## config.mk

```make
export PLATFORM = sky130hd
export DESIGN_NAME = cfi_log_drain
export DESIGN_NICKNAME = d
export VERILOG_FILES = /design/src/rtl/cfi_log_drain.sv
export SDC_FILE = /design/constraint.sdc
export NUM_CORES = 1
export LEC_CHECK = 0
export CORE_MARGIN = 10
export CORE_UTILIZATION = 35
export DETAILED_ROUTE_END_ITERATION = 6
export DONT_BUFFER_PORTS = 1
export GPL_TIMING_DRIVEN = 0
export PLACE_DENSITY = 0.62
export SYNTH_ARGS = -nofsm -noshare
export SYNTH_HDL_FRONTEND = slang
export SYNTH_SLANG_ARGS = --single-unit
```

## constraint.sdc

```tcl
create_clock -name clk_i -period 11.35 [get_ports clk_i]
set_input_delay 1.7025 -clock clk_i [delete_from_list [all_inputs] [get_ports clk_i]]
set_output_delay 1.7025 -clock clk_i [all_outputs]
set_load 0.01 [all_outputs]
```

## src/rtl/cfi_log_drain.sv

```systemverilog
`default_nettype none
// ============================================================================
// Module : cfi_log_drain
// Desc   : Buffers committed CFI log entries and streams each one as WORD_W
//          words to the external checker, holding it until its verdict.
// Rev    : 1.0 - initial release
// ============================================================================

module cfi_log_drain #(
  parameter int DEPTH     = 8,
  parameter int LOG_WIDTH = 96,
  parameter int WORD_W    = 32
) (
  input  logic                     clk_i,
  input  logic                     rst_ni,
  input  logic                     queue_push_i,
  input  logic [LOG_WIDTH-1:0]     queue_data_i,
  output logic                     queue_full_o,
  output logic                     req_valid_o,
  input  logic                     req_ready_i,
  output logic [WORD_W-1:0]        req_data_o,
  output logic                     req_last_o,
  input  logic                     rsp_valid_i,
  input  logic                     rsp_ok_i,
  input  logic                     clear_i,
  output logic                     violation_o,
  output logic                     overflow_o,
  output logic [$clog2(DEPTH):0]   pending_o
);

  localparam int c_addr_w = $clog2(DEPTH);
  localparam int c_cnt_w  = c_addr_w + 1;
  localparam int c_nwords = (LOG_WIDTH + WORD_W - 1) / WORD_W;
  localparam int c_wc_w   = (c_nwords > 1) ? $clog2(c_nwords) : 1;
  localparam int c_pad_w  = c_nwords * WORD_W;

  typedef enum logic [1:0] {
    S_IDLE     = 2'd0,
    S_SEND     = 2'd1,
    S_WAIT_RSP = 2'd2,
    S_FAULT    = 2'd3
  } state_t;

  logic [LOG_WIDTH-1:0] r_mem [DEPTH];
  logic [c_addr_w-1:0]  r_wr_ptr;
  logic [c_addr_w-1:0]  r_rd_ptr;
  logic [c_cnt_w-1:0]   r_count;
  logic [c_wc_w-1:0]    r_wc;
  state_t               r_state;
  logic                 r_violation;
  logic                 r_overflow;

  state_t               w_state_nxt;
  logic [c_wc_w-1:0]    w_wc_nxt;
  logic [c_cnt_w-1:0]   w_count_nxt;
  logic                 w_pop;
  logic                 w_push_ok;
  logic                 w_set_viol;
  logic                 w_clr_viol;
  logic                 w_last;
  logic [c_pad_w-1:0]   w_head_pad;

  assign w_last    = (r_wc == c_wc_w'(c_nwords - 1));
  // A pop in the same cycle frees the head slot, so a push into a full FIFO still fits.
  assign w_push_ok = queue_push_i && ((r_count < c_cnt_w'(DEPTH)) || w_pop);

  always_comb begin
    w_state_nxt = r_state;
    w_wc_nxt    = r_wc;
    w_pop       = 1'b0;
    w_set_viol  = 1'b0;
    w_clr_viol  = 1'b0;
    req_valid_o = 1'b0;
    case (r_state)
      S_IDLE: begin
        if (r_count != '0) begin
          w_state_nxt = S_SEND;
          w_wc_nxt    = '0;
        end
      end
      S_SEND: begin
        req_valid_o = 1'b1;
        if (req_ready_i) begin
          if (w_last) begin
            w_state_nxt = S_WAIT_RSP;
            w_wc_nxt    = '0;
          end else begin
            w_wc_nxt = r_wc + c_wc_w'(1);
          end
        end
      end
      S_WAIT_RSP: begin
        if (rsp_valid_i) begin
          if (rsp_ok_i) begin
            w_pop       = 1'b1;
            w_state_nxt = S_IDLE;
          end else begin
            w_set_viol  = 1'b1;
            w_state_nxt = S_FAULT;
          end
        end
      end
      S_FAULT: begin
        if (clear_i) begin
          w_pop       = 1'b1;
          w_clr_viol  = 1'b1;
          w_state_nxt = S_IDLE;
        end
      end
      default: w_state_nxt = S_IDLE;
    endcase
  end

  always_comb begin
    w_count_nxt = r_count;
    if (w_push_ok && !w_pop) begin
      w_count_nxt = r_count + c_cnt_w'(1);
    end else if (!w_push_ok && w_pop) begin
      w_count_nxt = r_count - c_cnt_w'(1);
    end
  end

  always_ff @(posedge clk_i or negedge rst_ni) begin
    if (!rst_ni) begin
      r_state     <= S_IDLE;
      r_wc        <= '0;
      r_wr_ptr    <= '0;
      r_rd_ptr    <= '0;
      r_count     <= '0;
      r_violation <= 1'b0;
      r_overflow  <= 1'b0;
    end else begin
      r_state <= w_state_nxt;
      r_wc    <= w_wc_nxt;
      r_count <= w_count_nxt;
      if (w_push_ok) begin
        r_wr_ptr <= r_wr_ptr + c_addr_w'(1);
      end
      if (w_pop) begin
        r_rd_ptr <= r_rd_ptr + c_addr_w'(1);
      end
      if (w_set_viol) begin
        r_violation <= 1'b1;
      end else if (w_clr_viol) begin
        r_violation <= 1'b0;
      end
      if (queue_push_i && !w_push_ok) begin
        r_overflow <= 1'b1;
      end
    end
  end

  // Storage carries no reset: pointers and count alone define what is valid.
  always_ff @(posedge clk_i) begin
    if (w_push_ok) begin
      r_mem[r_wr_ptr] <= queue_data_i;
    end
  end

  always_comb begin
    w_head_pad                = '0;
    w_head_pad[LOG_WIDTH-1:0] = r_mem[r_rd_ptr];
  end

  assign req_data_o   = (r_state == S_SEND) ? w_head_pad[r_wc*WORD_W +: WORD_W] : '0;
  assign req_last_o   = (r_state == S_SEND) && w_last;
  assign queue_full_o = (r_count == c_cnt_w'(DEPTH));
  assign pending_o    = r_count;
  assign violation_o  = r_violation;
  assign overflow_o   = r_overflow;

endmodule

`default_nettype wire
```

Yosys cells after proc, flatten, opt, wreduce, memory -nomap -nowiden:

Memories as Yosys holds them, arrays and structs flattened.
Cells that the tools add are included.

* output and inout port bits: 41
* input bits: 103
* register bits after elaboration: 16
* memories: 1
* memory bits (writable): 768

* shifts and indexed selects: 1
* reductions and logical operators: 15
* add/subtract/negate cells: 5
* equality and inequality tests: 10
* $lt $le $gt $ge: 1
* muxes and demuxes: 27

Memories
* r_mem: words 8, width 96, rd ports 1, clocked after Yosys merged registers in 0, write ports 1, line 44 `logic [LOG_WIDTH-1:0] r_mem [DEPTH];`

Operator list (count)
* $shiftx A96 B8 Y32: 1
* $mux W32: 1
* $mux W2: 9
* $mux W1: 12
* $ne A2 B2 Y1 const B: 5
* $mux W4: 2
* $pmux W2 S4: 1
* $add A3 B1 Y3 const B: 2
* $eq A2 B2 Y1 const B: 3
* $reduce_bool A2 Y1: 3
* $logic_and A1 B1 Y1: 5
* $reduce_and A5 Y1: 1
* $add A4 B1 Y4 const B: 1
* $eq A4 B4 Y1 const B: 1
* $lt A4 B4 Y1 const B: 1
* $pmux W2 S2: 1
* $reduce_bool A4 Y1: 1
* $sub A4 B1 Y4 const B: 1
* $reduce_and A3 Y1: 1
* $add A2 B1 Y2 const B: 1
* $eq A2 B1 Y1 const B: 1
* $logic_not A1 Y1: 2
* $logic_not A2 Y1: 1
* $pmux W1 S2: 1
* $logic_or A1 B1 Y1: 1

Longest topological paths before layout:

Gate-level depths: netlist of the first run.

* word-level depth: 9
* depth in mapped cells: 12

Worst setup path after synthesis of the first run:

No wires, ideal clock.

* path type: input to register
* from: input rsp_valid_i
* to: memory r_mem[0][0] (enable)
* slack: -849 ps
* arrival time: 11412 ps
* stages: 4
* required time: 10563 ps
* setup time: 787 ps
* cell sequence: nand3b_1 a21boi_1 o21ai_1 nor4_1

* word-level cells in the longest chain between the ends: 6

RTL lines
* start: declaration: line 23 `input logic rsp_valid_i,`
* $mux W1: line 93 `if (rsp_valid_i) begin`
* $pmux W1 S2: line 74 `case (r_state)`
* $logic_or A1 B1 Y1: line 65 `assign w_push_ok = queue_push_i && ((r_count < c_cnt_w'(DEPTH)) || w_pop);`
* $logic_and A1 B1 Y1: line 65
* $mux W1: line 155 `if (w_push_ok) begin`
* $mux W1 (implied by the code): line 156 `r_mem[r_wr_ptr] <= queue_data_i;`
* end: declaration: line 44

Every way passes these cells.

Final worst setup path of the first run:

* from: register r_rd_ptr[1]
* to: output req_data_o[17]

* word-level cells in the longest chain between the ends: 3

RTL lines
* start: declaration: line 46 `logic [c_addr_w-1:0] r_rd_ptr;`
* start signal: assignment: line 140 `r_rd_ptr <= r_rd_ptr + c_addr_w'(1);`
* $mem_v2 Z8 W96
* $shiftx A96 B8 Y32: line 165 `assign req_data_o = (r_state == S_SEND) ? w_head_pad[r_wc*WORD_W +: WORD_W] : '0;`
* $mux W32: line 165
* end: declaration: line 21 `output logic [WORD_W-1:0] req_data_o,`

Every way passes these cells.

==> run metrics, run 1 <==
DRC viols=0; Worst Hold Path Cells=1; top post-synthesis cells by area=edfxtp_1 76%, mux4_2 11%, mux2i_1 3.9%; HP Class=register to register; core area=85,400 um^2; Worst Skew=22.2 ps; CTS hold repair buffers=0; PostCTS Resize Cnt=0; Num CTS Buffers=82; Mapped Cells=1,404; Synth Net Count=1,513; hold_ws=551 ps; Final Max Tran Viols=0; worst flop-to-flop path endpoint=r_mem[1][78]; Initial Util=0.354; register clock-pin slew on the reported worst setup and hold paths=60 ps; reg-to-reg slack, setup=7780 ps; critical path launch point type=register; maximum VDD drop=140 uV; Placed Cells=2,623; GR Util All Layers=0.154; area of the multi-input gates=6390 um^2; Met1 Routed Length=29.3 mm; Final Non-Filler Cells=2,768; r2r startpoint=r_state[0]; power density cells=253 nW/um^2; post-synth top area share=0.763; top_reg_cell synth=edfxtp_1; Sequential Power Share=0.407; CTS sink cnt=784; leakage=11.3 nW; largest net degree at the start of global routing=26; n_diodes=0; area grow syn2layout=16.8%; number of global-route vias before repair=15,300; worst hold endpoint=overflow_o; proportion of layout cells with a drive suffix above 1=0.251; Crit path required time=9650 ps; synthesized cell area=30,200 um^2; Unique masters post-synth=38; # setup viols final=0; initial antenna violation count=2; Layout fillers=7,503; drt via density=5.26; crit share post-route=0.476; flip-flop and latch area=23,500 um^2; Nets=1,672; CTS H-Tree Depth=3; # port buffers=0; kind of critical path=register to output pin; Post-DRT Antenna Nets=0; Sw Pwr=2.82 mW; Post-DP Area=32,700 um^2; post-synth top area cell=edfxtp_1; count leader, synth=edfxtp_1; FMAX=185 MHz; r2r worst-path depth=10; Mean Syn Cell Area=21.5 um^2; worst rel slew slack=0.287; max-cap viol count=0; via count=14,600; final HPWL from detailed placement=54.1 mm; Synth top cells by count=768 x edfxtp_1, 148 x mux4_2, 119 x mux2i_1; Power Internal=6.11 mW; Slew @ Worst Pin=1060 ps; post-route cell area=35,300 um^2; clock buffer depth=3; setup tns final=0 ps; Clock power frac=0.290; Seq/Total Area, Yosys=0.777; Die W=314 um; crit path DAT=3700 ps; First-pass DRT Iterations=5; first-pass GRT wire length=110 mm; RSZ-0062 raised after global routing=false; yosys warns=0; # Post-CTS Setup Buffers=0; WL per Instance=27.8 um; Final GP Congestion=0.748; sw frac=0.315; metal2 WL=38.1 mm; num ports=144; Fin. Hold Viols=0; GRT overflow=0; Iteration-0 DRC Markers=1,426; Die Ht=314 um; logic gate share of total power=0.303; Seq cells post-synth=784; asr flop ratio synth=0.0204; met3 wire len=7.52 mm; CTS tree=yes; critical path peak fanout=10; Total Wirelength=76.9 mm; Highest Signal Layer=met4; hold path startpoint=overflow_o; Skew-Pair Late Insertion Delay=650 ps; Die Area=98,500 um^2; Row Count=107; clk root buf=clkbuf_16; Tmin final=5410 ps; crit end category=output pin; Post-synth EDFFs=768; status=finished clean
## power groups by stage
stage                     Combinational [mW]  Clock, mW  Sequential [mW]
after floorplan                         1.73          0             3.72
after global placement                  2.59          0             3.82
after detailed placement                2.74          0             3.70
after CTS                               2.75       2.63             3.64
after global routing                    2.87       2.76             3.66
final                                   2.70       2.59             3.64
## final cells by class
| type | count | area share |
|---|---|---|
| inverter | 8 | 0.000851 |
| tap | 1144 | 0.0406 |
| timing repair buffer | 75 | 0.0285 |
| buffer | 74 | 0.0110 |
| clock buffer | 95 | 0.0601 |
| sequential | 784 | 0.665 |
| multi-input combinational | 538 | 0.181 |
| clock inverter | 50 | 0.0128 |
## routing by layer
layer	track usage	vias up
li1	-	6172
met1	0.186	7780
met2	0.256	507
met3	0.0578	111
met4	0.0449	0
met5	0	-
## state kept, by name, indices dropped and copies added, names as in the netlist
signal	cells
r_wc	2
r_rd_ptr	3
overflow_o	1
r_mem	768
r_state	2
r_wr_ptr	3
pending_o	4
violation_o	1
## cell usage in the layout (no fill, tap or decap), types with 9 or more instances in the layout
cell and n:
edfxtp_1 768, buf_8 13, nand3_1 32, o211ai_1 32, mux4_2 148, clkinv_1 27
nand2_1 59, clkbuf_1 38, mux2_2 25, mux2i_1 119, dfrtp_1 16, a221oi_1 14
buf_4 13, clkinv_2 9, buf_2 32, buf_6 48, clkbuf_16 83, buf_12 9
o21ai_0 19, a2bb2oi_1 30
## critical path, cell delays in order (launching register included)
cell and delay [ps]:
dfrtp_1 360, buf_4 230, buf_2 420, buf_2 460
buf_2 450, mux2i_1 300, o211ai_1 810
## worst max path at each step
stage / slack, ps / startpoint / to
floorplan: 1760 / rsp_valid_i / r_mem[2][0]
global placement: -6240 / rsp_valid_i / r_mem[1][47]
detailed placement: 6680 / r_state[1] / req_data_o[31]
CTS: 5970 / r_state[1] / req_data_o[31]
global route: 5800 / r_state[1] / req_data_o[1]
finish: 5940 / r_rd_ptr[1] / req_data_o[17]
## stage by stage
| stage | util | setup slack [ps] | power [mW] |
|---|---|---|---|
| 2_1_floorplan | - | 1760 | 5.45 |
| 6_report | 0.413 | 5940 | 8.93 |
| 4_1_cts | 0.413 | 5970 | 9.02 |
| 3_5_place_dp | 0.383 | 6680 | 6.44 |
| 5_1_grt | 0.413 | 5800 | 9.29 |
| 3_3_place_gp | 0.371 | -6240 | 6.41 |
## kinds of logic (layout without fill, tap and decap cells)
group / after synthesis / in the layout / synth area share
AO/OA/AOI/OAI: 107 / 107 / 0.0264
XOR/XNOR: 7 / 7 / 0.00203
adder cells (fa/ha/maj): 6 / 6 / 0.00273
buffers and inverters: 82 / 302 / 0.0139
flip-flops: 784 / 784 / 0.777
multiplexers: 292 / 292 / 0.159
AND/OR/NAND/NOR: 126 / 126 / 0.0192
Power figures use the tool's default switching activity.
==> run 2: changes to the inputs <==
clock period = 4.5 ns   (was 11.35 ns; I/O delays follow)
==> run 2 against run 1 <==
  * Critical path depth unchanged
  * Critical path type unchanged
  * Critical endpoint is now req_data_o[11]
  * Sequential share of layout area decreased by 0.36 points
  * Cell count decreased by 0.47%
  * Die area unchanged
  * Clock power increased by 150%
  * Sequential power increased to 2.5 times the previous value
  * Worst hold slack got worse by 410 ps
==> run metrics, run 2 (synthesis results as in run 1) <==
CTS sink cnt=784; Worst Hold Path Cells=0; clock buffer depth=3; setup tns final=0 ps; Final GP Congestion=0.780; Crit path largest cell delay=810 ps; Skew-Pair Late Insertion Delay=630 ps; Largest register FFs=768; Die Area=98,500 um^2; Total Wirelength=76.5 mm; DRC viols=0; crit path cell chain=buf_4 > buf_2 > buf_2 > buf_2 > mux2i_1 > o211ai_1; first-pass GRT wire length=110 mm; core area=85,400 um^2; max-cap viol count=0; area grow syn2layout=17.4%; status=finished clean; WP buf/inv=4; drt via density=5.25; GRT overflow=0; worst rel slew slack=0.268; Tmin final=4300 ps; kind of critical path=register to output pin; Fin. Hold Viols=0; critical path peak fanout=10; Nets=1,654; power density cells=636 nW/um^2; # port buffers=0; First-pass DRT Iterations=5; CTS hold repair buffers=1; RSZ-0062 raised after global routing=false; num ports=144; # setup viols final=0; GR Util All Layers=0.153; slowest cell on the critical path=o211ai_1; Reg with most FFs=r_mem; CTS H-Tree Depth=3; post-route cell area=35,500 um^2; r2r worst-path depth=10; via count=14,500; Die Ht=314 um; Final Max Tran Viols=0; Iteration-0 DRC Markers=1,226; crit share post-route=0.956; commonest cells after routing, fill and taps aside=768 x edfxtp_1, 148 x mux4_2, 119 x mux2i_1, 82 x clkbuf_16, 59 x nand2_1; Crit path required time=3830 ps; worst flop-to-flop path endpoint=r_mem[0][80]; final HPWL from detailed placement=53.3 mm; CP top delay family=buffers and inverters; most common cell after layout, fill and taps aside=edfxtp_1; hold path startpoint=queue_data_i[17]; Post-DP Area=32,900 um^2; most frequent CP cell=buf_2; Num CTS Buffers=82; proportion of layout cells with a drive suffix above 1=0.248; worst hold endpoint=r_mem[3][17]; leakage=11.4 nW; WL per Instance=27.8 um; r2r startpoint=r_state[0]; Slew @ Worst Pin=1090 ps; Row Count=107; PostCTS Resize Cnt=0; initial antenna violation count=2; Initial Util=0.354; critical path launch point type=register; clk root buf=clkbuf_16; largest net degree at the start of global routing=26; Worst Skew=28.6 ps; FMAX=232 MHz; register clock-pin slew on the reported worst setup and hold paths=60 ps; crit end category=output pin; Post-DRT Antenna Nets=0; HP Class=primary input to register; crit path DAT=3630 ps; CP startpoint=r_rd_ptr[1]; Die W=314 um; reg-to-reg slack, setup=1210 ps; number of global-route vias before repair=15,200; CTS tree=yes; # Post-CTS Setup Buffers=0; maximum VDD drop=331 uV
## run 2: how the worst max path moves through the flow
stage,endpoint,slack (ps),cells past startpoint
floorplan,r_mem[7][0],-1290,4
global placement,r_mem[6][83],-6150,4
detailed placement,req_data_o[12],810,6
CTS,req_data_o[12],110,6
global route,req_data_o[31],40,5
finish,req_data_o[11],200,6
## run 2: area by class of cell
type                    instances  area (um^2)
fillers                      7507        49900
flip-flops and latches        784        23500
multi-input cells             538         6420
clock buffers                  97         2110
well taps                    1144         1430
repair buffers                 57         1180
clock inverters                52          453
plain buffers                  74          389
inverters                       8         30.0
diodes                          1         2.50
## run 2: stage by stage
step | instances | hold WS (ps) | power [mW] | util | worst slack (ps)
6_report | 2755 | 138 | 22.6 | 0.415 | 198
4_1_cts | 2754 | 105 | 22.8 | 0.415 | 109
2_1_floorplan | 1404 | 379 | 13.7 | - | -1290
3_3_place_gp | 2548 | 380 | 16.1 | 0.371 | -6150
5_1_grt | 2754 | 113 | 23.5 | 0.415 | 44.5
3_5_place_dp | 2604 | 380 | 16.4 | 0.385 | 806
## run 2: per-layer routing
layer  track usage  routed length, um  part of all wire  vias up
li1              -                  -                 -     6156
met3        0.0618               7870              0.10      105
met1         0.183              29300              0.38     7706
met4        0.0489               1950             0.026        0
met2         0.251              37400              0.49      509
met5             0                  0                 0        -
## run 2: where the power goes
group,total [mW],internal [mW],switching [mW]
combinational,6.92,2.83,4.09
sequential,9.17,8.90,0.273
clock,6.46,3.71,2.75
## run 2: worst reg2reg max path, cell delays in order, from the launching register on
cell	delay [ps]
dfrtp_1	390
buf_2	180
nand3b_1	180
a21boi_2	370
o21ai_2	270
nor4_4	610
buf_6	280
buf_8	180
buf_6	180
buf_6	200
buf_6	170
==> run 3: changes to the inputs <==
CORE_ASPECT_RATIO = 1.5   (was default)
==> run 3 against run 2 <==
  * Via count fell by 1.0%
  * Die area rose by 0.24%
  * Register-to-register slack improved by 40 ps
  * Sequential power barely moved
  * Worst hold slack got worse by 4.5 ps
  * Sequential cell count did not move
  * Combinational power barely moved
  * Count of clock-buffer cells in the layout fell by 10
  * Total power fell by 2.8%
  * Critical path depth did not move
  * First-iteration DRC count rose by 3.9%
  * Core utilization fell by 0.48 points
  * Highest routed layer unchanged
==> run metrics, run 3 (synthesis results as in run 1) <==
Initial Util=0.354; RSZ-0062 raised after global routing=false; final HPWL from detailed placement=54.0 mm; critical path launch point type=register; Final GP Congestion=0.768; crit path DAT=3620 ps; Crit path required time=3830 ps; Final Max Tran Viols=0; n_diodes=0; most common cell after layout, fill and taps aside=edfxtp_1; slowest cell on the critical path=mux2i_1; proportion of layout cells with a drive suffix above 1=0.244; Crit path largest cell delay=720 ps; num ports=144; status=finished clean; Die Area=98,700 um^2; DRC viols=0; r2r startpoint=r_state[0]; crit end category=output pin; initial antenna violation count=1; crit path cell chain=buf_4 > buf_2 > buf_2 > buf_2 > mux2i_1 > o211ai_1; FMAX=233 MHz; Largest register FFs=768; core area=85,400 um^2; # setup viols final=0; HP Class=primary input to register; crit share post-route=0.954; GRT overflow=0; WL per Instance=28.3 um; drt via density=5.27; Reg with most FFs=r_mem; Die Ht=380 um; Num CTS Buffers=73; max-cap viol count=0; Iteration-0 DRC Markers=1,274; register clock-pin slew on the reported worst setup and hold paths=70 ps; Tmin final=4290 ps; CTS tree=yes; most frequent CP cell=buf_2; # port buffers=0; Row Count=131; post-route cell area=35,100 um^2; Post-DRT Antenna Nets=0; kind of critical path=register to output pin; clk root buf=clkbuf_16; Worst Skew=28.7 ps; commonest cells after routing, fill and taps aside=768 x edfxtp_1, 148 x mux4_2, 117 x mux2i_1, 75 x clkbuf_16, 59 x nand2_1; hold path startpoint=queue_data_i[17]; First-pass DRT Iterations=5; CTS H-Tree Depth=3; CTS sink cnt=784; setup tns final=0 ps; Die W=260 um; critical path peak fanout=10; Total Wirelength=76.8 mm; leakage=11.2 nW; Skew-Pair Late Insertion Delay=630 ps; number of global-route vias before repair=15,100; Slew @ Worst Pin=1330 ps; Fin. Hold Viols=0; CP startpoint=r_rd_ptr[1]; worst rel slew slack=0.107; Nets=1,643; area grow syn2layout=16.0%; via count=14,300; maximum VDD drop=339 uV; largest net degree at the start of global routing=25; first-pass GRT wire length=110 mm; Post-DP Area=32,800 um^2; GR Util All Layers=0.154; power density cells=625 nW/um^2; clock buffer depth=3
run 3: cell count changes in the layout (fill, tap and decap cells not counted), moves of 4 or more:
cell | before | now
clkbuf_16 | 82 | 75
clkinv_2 | 20 | 13
buf_8 | 15 | 20
clkinv_1 | 18 | 13
buf_16 | 24 | 20
bufinv_16 | 6 | 2
run 3: what timing repair did:
item | 4_1_cts | 5_1_grt
hold endpoints to repair | 16 | 0
setup buffers | 0 | 0
endpoints found under the setup margin | 1 | 1
resized for setup | 1 | 1
hold buffers | 1 | 0
run 3: path summary, 6_finish.rpt:
| path | cells after the start | to | slack [ps] |
|---|---|---|---|
| setup / recovery | 6 | req_data_o[7] | 210 |
| hold / removal | 0 | r_mem[5][17] | 130 |
| setup reg to reg | 8 | r_mem[4][83] | 1250 |
| hold reg to reg | 1 | overflow_o | 560 |
| max in group asynchronous | 1 | r_rd_ptr[0] | 3430 |
| min in group asynchronous | 1 | pending_o[2] | 570 |
run 3: worst max-delay path: cells and delay by family (launching register included):
kind	cells	cell delay, ps
AO/OA/AOI/OAI	1	340
buffers and inverters	4	1550
multiplexers	1	720
flip-flops	1	350
run 3: final cells by class:
class,count,area [um^2]
Inverter,8,30.0
Timing Repair Buffer,55,1100
Clock inverter,41,310
Buffer,74,389
Tap cell,1130,1410
Clock buffer,87,1920
Sequential cell,784,23500
Multi-Input combinational cell,538,6430
Fill cell,7334,50300
run 3: metal layers:
metal  routed length [um]  part of all wire  GRT usage
met5                    0                 0          0
met4                 2400             0.031     0.0563
met3                 6940             0.090     0.0556
met2                40100              0.52      0.270
met1                27400              0.36      0.169
run 3: report_power, final:
part           leakage (nW)  switching (mW)  internal, mW
clock                  1.09            2.66          3.19
combinational          2.94            4.07          2.82
sequential             7.13           0.273          8.90
run 3: stage by stage:
step	util	worst slack (ps)	hold slack [ps]	power (mW)	cells
2_1_floorplan	-	-1290	379	13.7	1404
3_3_place_gp	0.371	-6000	380	16.1	2534
3_5_place_dp	0.384	668	380	16.4	2588
4_1_cts	0.410	10.8	112	22.2	2717
5_1_grt	0.410	105	116	22.8	2717
6_report	0.410	209	134	21.9	2717
